==> src/rtl/frame_blitter.sv <==
// Full-frame image blitter: scans a raster, addresses a bank of image ROMs
// and plots the selected image, realigning ROM data with pixel coordinates.
module frame_blitter #(
    parameter int WIDTH      = 160,
    parameter int HEIGHT     = 120,
    parameter int XW         = 8,
    parameter int YW         = 7,
    parameter int AW         = 15,
    parameter int CW         = 3,
    parameter int NIMG       = 7,
    parameter int SELW       = 3,
    parameter int ROM_LAT    = 1,
    parameter int CONTINUOUS = 0,
    parameter int KEY_COLOUR = 0
) (
    input  logic                 iClock,
    input  logic                 iReset,
    input  logic                 iStart,
    input  logic [SELW-1:0]      iSel,
    input  logic                 iKeyEn,
    input  logic [NIMG*CW-1:0]   iRomData,
    output logic [AW-1:0]        oAddr,
    output logic [XW-1:0]        oX,
    output logic [YW-1:0]        oY,
    output logic [CW-1:0]        oColour,
    output logic                 oPlot,
    output logic                 oBusy,
    output logic                 oDone
);

    typedef enum logic [1:0] {IDLE, SCAN, DRAIN} state_t;

    localparam logic [XW-1:0] XMAX = XW'(WIDTH - 1);
    localparam logic [YW-1:0] YMAX = YW'(HEIGHT - 1);
    localparam int            DW   = (ROM_LAT > 1) ? $clog2(ROM_LAT) : 1;
    localparam logic [DW-1:0] DMAX = DW'(ROM_LAT - 1);

    state_t           state, state_d;
    logic [SELW-1:0]  sel_q;
    logic [XW-1:0]    x;
    logic [YW-1:0]    y;
    logic [AW-1:0]    addr;
    logic [DW-1:0]    dcnt;
    logic             load, sel_chg, abort, last_px, scan;

    logic [XW-1:0]    px [ROM_LAT];
    logic [YW-1:0]    py [ROM_LAT];
    logic [ROM_LAT-1:0] pv, pl;

    logic [XW-1:0]    hx;
    logic [YW-1:0]    hy;
    logic [CW-1:0]    hc;
    logic [CW-1:0]    rom_w [NIMG];
    logic [CW-1:0]    slice;
    logic             live, keyed, done_q;

    for (genvar k = 0; k < NIMG; k++) begin : g_slice
        assign rom_w[k] = iRomData[k*CW +: CW];
    end

    assign sel_chg = (iSel != sel_q);
    assign scan    = (state == SCAN);
    assign abort   = sel_chg && (state != IDLE);
    assign last_px = (x == XMAX) && (y == YMAX);

    always_comb begin
        slice = '0;
        if (int'(sel_q) < NIMG) slice = rom_w[sel_q];
    end

    always_ff @(posedge iClock or posedge iReset) begin
        if (iReset) state <= IDLE;
        else        state <= state_d;
    end

    always_comb begin
        state_d = state;
        load    = 1'b0;
        unique case (state)
            IDLE: begin
                if (iStart || sel_chg || CONTINUOUS != 0) begin
                    state_d = SCAN;
                    load    = 1'b1;
                end
            end
            SCAN: begin
                if (sel_chg) begin
                    load = 1'b1;
                end else if (last_px) begin
                    if (CONTINUOUS != 0) load = 1'b1;
                    else                 state_d = DRAIN;
                end
            end
            DRAIN: begin
                if (sel_chg) begin
                    state_d = SCAN;
                    load    = 1'b1;
                end else if (dcnt == DMAX) begin
                    state_d = IDLE;
                end
            end
            default: state_d = IDLE;
        endcase
    end

    // Raster counters; address is a running count rather than y*WIDTH+x
    always_ff @(posedge iClock or posedge iReset) begin
        if (iReset) begin
            x     <= '0;
            y     <= '0;
            addr  <= '0;
            sel_q <= '0;
            dcnt  <= '0;
        end else begin
            if (load) begin
                x     <= '0;
                y     <= '0;
                addr  <= '0;
                sel_q <= iSel;
            end else if (scan) begin
                addr <= addr + AW'(1);
                if (x == XMAX) begin
                    x <= '0;
                    y <= (y == YMAX) ? '0 : y + YW'(1);
                end else begin
                    x <= x + XW'(1);
                end
            end
            dcnt <= (state == DRAIN) ? dcnt + DW'(1) : '0;
        end
    end

    // Coordinates travel alongside the ROM read so they meet its data
    always_ff @(posedge iClock or posedge iReset) begin
        if (iReset) begin
            pv <= '0;
            pl <= '0;
            for (int i = 0; i < ROM_LAT; i++) begin
                px[i] <= '0;
                py[i] <= '0;
            end
        end else begin
            px[0] <= x;
            py[0] <= y;
            pl[0] <= last_px;
            pv[0] <= scan && !abort;
            for (int i = ROM_LAT - 1; i > 0; i--) begin
                px[i] <= px[i-1];
                py[i] <= py[i-1];
                pl[i] <= pl[i-1];
                pv[i] <= pv[i-1] && !abort;
            end
        end
    end

    // A pending select change suppresses the tail pixel of the old image
    assign live  = pv[ROM_LAT-1] && !sel_chg;
    assign keyed = iKeyEn && (slice == CW'(KEY_COLOUR));

    always_ff @(posedge iClock or posedge iReset) begin
        if (iReset) begin
            hx     <= '0;
            hy     <= '0;
            hc     <= '0;
            done_q <= 1'b0;
        end else begin
            if (live) begin
                hx <= px[ROM_LAT-1];
                hy <= py[ROM_LAT-1];
                hc <= slice;
            end
            done_q <= live && pl[ROM_LAT-1];
        end
    end

    assign oAddr   = addr;
    assign oX      = live ? px[ROM_LAT-1] : hx;
    assign oY      = live ? py[ROM_LAT-1] : hy;
    assign oColour = live ? slice : hc;
    assign oPlot   = live && !keyed;
    assign oBusy   = (state != IDLE);
    assign oDone   = done_q;

endmodule
==> config.mk <==
export PLATFORM = sky130hd
export DESIGN_NAME = frame_blitter
export DESIGN_NICKNAME = d
export VERILOG_FILES = /design/src/rtl/frame_blitter.sv
export SDC_FILE = /design/constraint.sdc
export NUM_CORES = 1
export LEC_CHECK = 0
export BUFFER_PORTS_ARGS = -buffer_cell sky130_fd_sc_hd__buf_2
export CAP_MARGIN = 10
export CORE_MARGIN = 3
export CORE_UTILIZATION = 25
export DETAILED_ROUTE_END_ITERATION = 6
export GPL_TIMING_DRIVEN = 0
export PLACE_DENSITY = 0.55
export SETUP_SLACK_MARGIN = 0.2
export SLEW_MARGIN = 20
export SYNTH_ARGS = -nofsm -noshare
export SYNTH_HDL_FRONTEND = slang
export SYNTH_SLANG_ARGS = --single-unit
==> constraint.sdc <==
create_clock -name iClock -period 3.7 [get_ports iClock]
set_input_delay 0.74 -clock iClock [delete_from_list [all_inputs] [get_ports iClock]]
set_output_delay 0.74 -clock iClock [all_outputs]
set_load 0.1 [all_outputs]
==> results.yml, run 1 <==
finish:
  final_common_cell: "dfrtp_1"
  n_antenna_cell: 0
  area_delta_synth_final_pct: 28.1
  final_cell_mix: "dfrtp_1, buf_2, nor2_1"
  fillers: 1230
  fin_area_um2: 4100
  fin_nets: 388
  drive_above_1_share_pct: 32.7
  ff_latch_area_um2: 1800
  stdcell_count: 526
  multiInputGateArea_um2: 1320
worst_setup_path:
  r2r_cells: 7
  critPathLaunchType: "register"
  startpoint: "sel_q[1]"
  r2r-end: "y[3]"
  crit_arrival_ps: 2510
  cp.required_ps: 2960
  r2r_setup_slack_ps: 1510
  cp_max_fo: 10
  path_class: "reg -> out"
  r2r-start: "state[1]"
  end_kind: "primary output"
run:
  cap_violations: 0
logic_synthesis:
  synth_fa_ha_area_share_pct: 2.74
  yosysTopAreaCell: "dfrtp_1"
  ys_warn_count: 0
  synth_top_family_by_area: "simple AND/OR/NAND/NOR gates"
  ys_seq_elements: 72
  synth_flop_cell: "dfrtp_1"
  synth_seq_area_share_pct: 56.3
  synth_area_um2: 3200
  syn_nets: 313
  synthArstFlopShare_pct: 100
  synth_edf_count: 0
  synth_top_area_share_pct: 56.3
  synthMuxAreaShare_pct: 10.5
  synthXorXnorAreaFrac_pct: 6.03
  syn_inst: 278
  synth-compound-area-share_pct: 5.99
  synth.area.top_cells: "dfrtp_1, mux2_2, xor2_1, nor2_1, mux2i_1"
  synthSimpleGateAreaFrac_pct: 15.9
  avgSynthCellArea_um2: 11.5
  yosysUniqueCellTypes: 40
clock_network:
  clock_path_buffers: 2
  clk_pin_slew_ps: 60
  cts_setup_buffers: 0
  cts_buffers: 9
  cts_tree: "done"
  clock_latency_ps: 330
  cts_hold_buf: 0
  cts_max_level: 3
  root_buffer: "clkbuf_16"
  cts.sinks: 72
global_routing:
  grt_pass1_wl_um: 11500
  grt-ovfl-total: 0
  track_usage_pct: 10.0
  antenna_found_initial: 0
  grt_max_degree: 44
  grt_pass1_vias: 2344
sta:
  finalCritPeriodShare_pct: 87.8
  finalCriticalPeriod_ps: 3250
  fmax_mhz: 308
  hold_viol: 0
  slew_viol_final: 0
  hold_ws_ps: 404
  skew_ps: 6.06
  rsz0062_at_grt: "no"
  worstMarginPinSlew_ps: 706
  fin_setup_tns_ps: 0
  setup_viol: 0
  slew_headroom_pct: 52.8
floorplanning:
  ioPinCount: 64
  core_area_um2: 12300
  die_h_um: 119
  floorplan.die_area_um2: 14200
  die_width_um: 119
  num_rows: 40
  start_util_pct: 26.1
outcome:
  run_status: "finished, final reports clean"
route:
  via_count: 2279
  drc: 0
  post_drt_wl_per_cell_um: 12.8
  wl_um: 6720
  first_pass_iters: 4
  avgViaCountPerCell: 4.33
  drtIter0Drc: 98
  ant_nets: 0
placement:
  place_inst: 510
  gp_congestion: 0.792
  post_dp_cell_area_um2: 3760
  port_buffers: 63
  hpwl_um: 4990
min_path:
  hold_path.class: "in -> async"
power_and_ir_drop:
  p_leak_nw: 1.97
  ir_drop_mv: 0.206
  power_w: 0.00264
  pwr_density_cell_nw_per_um2: 645
[how the worst max path moves through the flow]
stage	end	slack (ps)
2_1_floorplan	oColour[0]	10
3_3_place_gp	oAddr[10]	230
3_5_place_dp	oX[5]	340
4_1_cts	oX[5]	310
5_1_grt	oColour[1]	210
6_report	oColour[1]	450
[flip-flops by register name (all words and copies together), names as in the netlist]
name   flops
y          7
state      2
hx         8
pv         1
dcnt       1
oDone      1
sel_q      3
hy         7
pl         1
py         7
hc         3
oAddr     15
x          8
px         8
[Yosys cell counts (2+ instances only)]
cell type,number
a21oi_1,9
a22oi_1,3
and2_1,2
and3_1,2
buf_2,7
dfrtp_1,72
ha_1,7
inv_1,7
mux2_2,21
mux2i_1,10
nand2_1,11
nand2b_1,3
nand3_1,10
nand4_1,9
nor2_1,33
nor2b_1,9
nor3_1,3
nor3b_1,2
nor4_1,2
o21ai_0,11
o221ai_1,3
or2_2,2
or3_1,3
xnor2_1,6
xor2_1,16
[power by group]
group,internal (W),total (W),leakage [nW],switching [W]
sequential,0.000851,0.000901,0.990,0.0000499
clock,0.000525,0.000849,0.139,0.000324
combinational,0.000254,0.000890,0.841,0.000636
total,0.00163,0.00264,1.97,0.00101
[cell families (layout without fill, tap and decap cells)]
family | after synthesis | after routing
compound gates | 31 | 31
xor+xnor | 22 | 22
fa+ha+maj | 7 | 7
buf+inv | 17 | 97
flops | 72 | 72
mux | 31 | 31
simple gates | 98 | 98
[area by class of cell]
cell class | count | share of cell area [%]
flip-flops and latches | 72 | 44.0
multi-input cells | 189 | 32.3
repair buffers | 64 | 9.29
clock buffers | 10 | 5.59
well taps | 168 | 5.13
clock inverters | 6 | 1.65
plain buffers | 10 | 1.31
inverters | 7 | 0.703
[worst max-delay path: stages (launching register included)]
cell      delay, ps
dfrtp_1         360
clkbuf_1        170
xor2_1          200
nor3_1          370
nand2_1         220
buf_2           240
o21ai_1         170
buf_2           460
[routing by layer]
metal | share of wire, % | vias up | track usage, %
li1 | - | 1111 | -
met1 | 45 | 1123 | 12.6
met2 | 49 | 38 | 16.1
met3 | 4.9 | 7 | 3.66
met4 | 0.94 | 0 | 2.82
met5 | 0 | - | 0
[metrics by stage]
stage	worst slack, ps	util [%]
final	451	33.4
after global routing	210	33.4
after CTS	313	33.1
after detailed placement	338	30.7
after global placement	233	30.4
after floorplan	10.9	-
[timing repair]
item                                   in CTS  in global routing
gates resized for setup                     0                 15
endpoints found under the hold margin       0                  0
setup endpoints to repair                   0                 15
(Power assumes the default switching activity.)
==> run 2: changes to the inputs <==
--- a/config.mk
+++ b/config.mk
@@ -9,6 +9,7 @@
 export CAP_MARGIN = 10
 export CORE_MARGIN = 3
 export CORE_UTILIZATION = 25
+export CTS_BUF_LIST = sky130_fd_sc_hd__clkbuf_16
 export DETAILED_ROUTE_END_ITERATION = 6
 export GPL_TIMING_DRIVEN = 0
 export PLACE_DENSITY = 0.55
==> results.yml, run 2 (synthesis gave the netlist of run 1 again) <==
route:
  drtIter0Drc: 97
  drc: 0
  via_count: 2277
  wl_um: 6720
  first_pass_iters: 4
  ant_nets: 0
  avgViaCountPerCell: 4.33
  post_drt_wl_per_cell_um: 12.8
floorplanning:
  die_h_um: 119
  ioPinCount: 64
  core_area_um2: 12300
  floorplan.die_area_um2: 14200
  num_rows: 40
  die_width_um: 119
  start_util_pct: 26.1
worst_setup_path:
  crit_arrival_ps: 2510
  end_kind: "primary output"
  path_class: "reg -> out"
  critPathLaunchType: "register"
  r2r_cells: 7
  r2r-end: "y[3]"
  cp_max_fo: 10
  cp.required_ps: 2960
  r2r_setup_slack_ps: 1510
  r2r-start: "state[1]"
finish:
  area_delta_synth_final_pct: 28.1
  final_util_pct: 33.4
  drive_above_1_share_pct: 32.7
  largest_reg_flops: 15
  n_antenna_cell: 0
  fin_nets: 388
  final_common_cell: "dfrtp_1"
  final_cell_mix: "dfrtp_1, buf_2, nor2_1"
clock_network:
  cts.sinks: 72
  cts_tree: "done"
  cts_buffers: 9
  cts_max_level: 3
  clock_latency_ps: 330
  clk_pin_slew_ps: 60
  root_buffer: "clkbuf_16"
  clock_path_buffers: 2
sta:
  slew_viol_final: 0
  finalCriticalPeriod_ps: 3250
  finalCritPeriodShare_pct: 87.8
  hold_viol: 0
  rsz0062_at_grt: "no"
  fin_setup_tns_ps: 0
  skew_ps: 6.06
  setup_viol: 0
  slew_headroom_pct: 52.8
  fmax_mhz: 308
  worstMarginPinSlew_ps: 706
global_routing:
  grt_pass1_wl_um: 11500
  antenna_found_initial: 0
  track_usage_pct: 10.0
  grt-ovfl-total: 0
  grt_pass1_vias: 2344
  grt_max_degree: 44
min_path:
  hold_path.class: "in -> async"
outcome:
  run_status: "finished, final reports clean"
placement:
  port_buffers: 63
  hpwl_um: 4990
  gp_congestion: 0.792
run:
  cap_violations: 0
power_and_ir_drop:
  ir_drop_mv: 0.206
  pwr_density_cell_nw_per_um2: 644
  p_leak_nw: 1.97
  power_w: 0.00264
==> run 2: cell count changes in the layout (fill, tap and decap cells not counted) <==
cell / change
clkbuf_1: -1
inv_1: +1
==> run 2: layout make-up <==
| class | instances | area, µm² |
|---|---|---|
| clock inverters | 7 | 71.3 |
| flip-flops and latches | 72 | 1800 |
| clock buffers | 9 | 225 |
| well taps | 168 | 210 |
| inverters | 7 | 28.8 |
| multi-input cells | 189 | 1320 |
| fillers | 1230 | 8170 |
| plain buffers | 10 | 53.8 |
| repair buffers | 64 | 380 |
==> run 2: how the worst max path moves through the flow <==
stage               startpoint    endpoint  slack [ps]  depth (start not counted)
floorplan              iSel[1]  oColour[0]          10                          5
global placement        iReset   oAddr[10]         230                          2
detailed placement     iSel[1]       oX[5]         340                          7
CTS                   sel_q[1]       oX[5]         310                          7
global route          sel_q[1]  oColour[1]         210                          7
finish                sel_q[1]  oColour[1]         450                          7
==> run 2: timing repair <==
action                                  4_1_cts  5_1_grt
setup buffers                                 0        0
hold buffers                                  0        0
endpoints found under the setup margin        0       15
gates resized for setup                       0       15
==> run 2: metrics by stage <==
step | setup WS [ps] | hold WS (ps) | cells | cell area [µm²]
finish | 451 | 404 | 526 | 4100
global route | 210 | 431 | 526 | 4100
CTS | 313 | 406 | 526 | 4060
detailed placement | 338 | 411 | 510 | 3760
global placement | 233 | 406 | 509 | 3730
floorplan | 10.9 | 382 | 278 | 3210
==> run 2: routing by layer <==
metal / GRT usage, % / wire length, µm / up-vias
met5: 0 / 0 / -
met1: 12.6 / 3060 / 1121
met2: 16.1 / 3270 / 38
li1: - / - / 1111
met4: 2.82 / 63 / 0
met3: 3.66 / 328 / 7
==> run 2: worst max-delay path: stages (launching register included) <==
cell	delay, ps
dfrtp_1	360
clkbuf_1	170
xor2_1	200
nor3_1	370
nand2_1	220
buf_2	240
o21ai_1	170
buf_2	460
==> run 2: power by group <==
part           internal (W)  total [W]  leakage, nW  switching (W)
registers          0.000851   0.000901        0.990      0.0000499
clock network      0.000522   0.000846        0.144       0.000324
logic              0.000254   0.000890        0.841       0.000636
total               0.00163    0.00264         1.97        0.00101
==> run 3: changes to the inputs <==
--- a/config.mk
+++ b/config.mk
@@ -6,13 +6,14 @@
 export NUM_CORES = 1
 export LEC_CHECK = 0
 export BUFFER_PORTS_ARGS = -buffer_cell sky130_fd_sc_hd__buf_2
-export CAP_MARGIN = 10
+export CELL_PAD_IN_SITES_DETAIL_PLACEMENT = 0
+export CELL_PAD_IN_SITES_GLOBAL_PLACEMENT = 1
 export CORE_MARGIN = 3
 export CORE_UTILIZATION = 25
 export CTS_BUF_LIST = sky130_fd_sc_hd__clkbuf_16
 export DETAILED_ROUTE_END_ITERATION = 6
 export GPL_TIMING_DRIVEN = 0
-export PLACE_DENSITY = 0.55
+export PLACE_DENSITY = 0.63
 export SETUP_SLACK_MARGIN = 0.2
 export SLEW_MARGIN = 20
 export SYNTH_ARGS = -nofsm -noshare
==> results.yml, run 3 (synthesis gave the netlist of run 1 again) <==
run:
  cap_violations: 0
finish:
  stdcell_count: 526
  fin_area_um2: 4060
  fin_nets: 388
  final_cell_mix: "dfrtp_1, buf_2, nor2_1"
  drive_above_1_share_pct: 33.0
  largest_reg_flops: 15
  final_common_cell: "dfrtp_1"
  n_antenna_cell: 0
  area_delta_synth_final_pct: 26.8
worst_setup_path:
  path_buf_inv: 3
  cp_top_family: "buffers and inverters"
  crit_top_cell: "buf_2"
  end_kind: "primary output"
  crit_arrival_ps: 2460
  cpPeakStageDelay_ps: 420
  critPathLaunchType: "input port"
  cp.required_ps: 2960
  crit_chain: "buf_2, xor2_1, nor3_2, nand2_1, buf_2, mux2_2, buf_2"
  cp_max_fo: 10
  slowest_stage: "buf_2"
  path_class: "in -> out"
floorplanning:
  num_rows: 40
  core_area_um2: 12300
  start_util_pct: 26.1
  die_width_um: 119
  floorplan.die_area_um2: 14200
  die_h_um: 119
  ioPinCount: 64
sta:
  fin_setup_tns_ps: 0
  rsz0062_at_grt: "no"
  hold_viol: 0
  finalCriticalPeriod_ps: 3200
  skew_ps: 5.75
  setup_ws_ps: 504
  setup_viol: 0
  slew_viol_final: 0
  slew_headroom_pct: 50.8
  fmax_mhz: 313
  finalCritPeriodShare_pct: 86.4
  worstMarginPinSlew_ps: 737
route:
  via_count: 2269
  first_pass_iters: 4
  ant_nets: 0
  wl_um: 6710
  avgViaCountPerCell: 4.31
  drc: 0
  drtIter0Drc: 74
  post_drt_wl_per_cell_um: 12.7
global_routing:
  grt_max_degree: 51
  track_usage_pct: 10.0
  grt_pass1_vias: 2384
  grt-ovfl-total: 0
  antenna_found_initial: 0
  grt_pass1_wl_um: 11700
power_and_ir_drop:
  pwr-share-seq_pct: 34.4
  ir_drop_mv: 0.206
  p_sw_share_pct: 38.3
  pwr-share-comb_pct: 34.0
  intPower_w: 0.00161
  p_leak_nw: 1.99
  power.switching_w: 0.00100
  pwr_density_cell_nw_per_um2: 645
  p_clk_share_pct: 31.6
clock_network:
  cts.sinks: 72
  cts_buffers: 9
  clock_latency_ps: 330
  post_cts_resized: 0
  clk_pin_slew_ps: 60
  cts_setup_buffers: 0
  cts_max_level: 3
  root_buffer: "clkbuf_16"
  clock_path_buffers: 2
  cts_tree: "done"
  cts_hold_buf: 0
placement:
  hpwl_um: 4870
  post_dp_cell_area_um2: 3760
  pre_cts_ws_ps: 327
  place_inst: 510
  port_buffers: 63
  gp_congestion: 0.766
outcome:
  run_status: "finished, final reports clean"
min_path:
  hold_path.class: "in -> async"
-- run 3: worst paths after layout --
| kind | from | endpoint | slack, ps | depth (start not counted) |
|---|---|---|---|---|
| min in group iClock | y[6] | py[6] | 420 | 0 |
| min reg2reg | y[6] | py[6] | 420 | 0 |
| max reg2reg | sel_q[1] | oAddr[3] | 1490 | 7 |
| max | iSel[1] | oX[5] | 500 | 7 |
| max in group asynchronous | iReset | oAddr[13] | 2780 | 3 |
| min | iReset | hx[0] | 380 | 2 |
-- run 3: through the flow --
step	util [%]	hold slack [ps]	total power [W]
5_1_grt	33.1	398	0.00278
3_5_place_dp	30.7	409	0.00181
4_1_cts	33.0	379	0.00266
2_1_floorplan	-	382	0.00162
6_report	33.1	381	0.00262
3_3_place_gp	30.4	411	0.00180
-- run 3: final cells by class --
class / count / area, µm²
inverters: 7 / 28.8
clock inverters: 7 / 62.6
plain buffers: 10 / 53.8
clock buffers: 9 / 225
repair buffers: 64 / 345
multi-input cells: 189 / 1330
well taps: 168 / 210
fillers: 1263 / 8210
flip-flops and latches: 72 / 1800
-- run 3: power by group through the flow --
| stage | combinational [W] | clock [W] | sequential [W] |
|---|---|---|---|
| after floorplan | 0.000680 | 0 | 0.000938 |
| after global placement | 0.000888 | 0 | 0.000912 |
| after detailed placement | 0.000896 | 0 | 0.000914 |
| after CTS | 0.000902 | 0.000860 | 0.000900 |
| after global routing | 0.000972 | 0.000899 | 0.000910 |
| final | 0.000889 | 0.000827 | 0.000900 |
-- run 3: routing by layer --
metal / GRT usage (%) / vias up / routed length, µm
met1: 13.4 / 1090 / 3190
met5: 0 / - / 0
met4: 2.17 / 0 / 45
li1: - / 1113 / -
met3: 3.66 / 5 / 467
met2: 15.6 / 61 / 3000
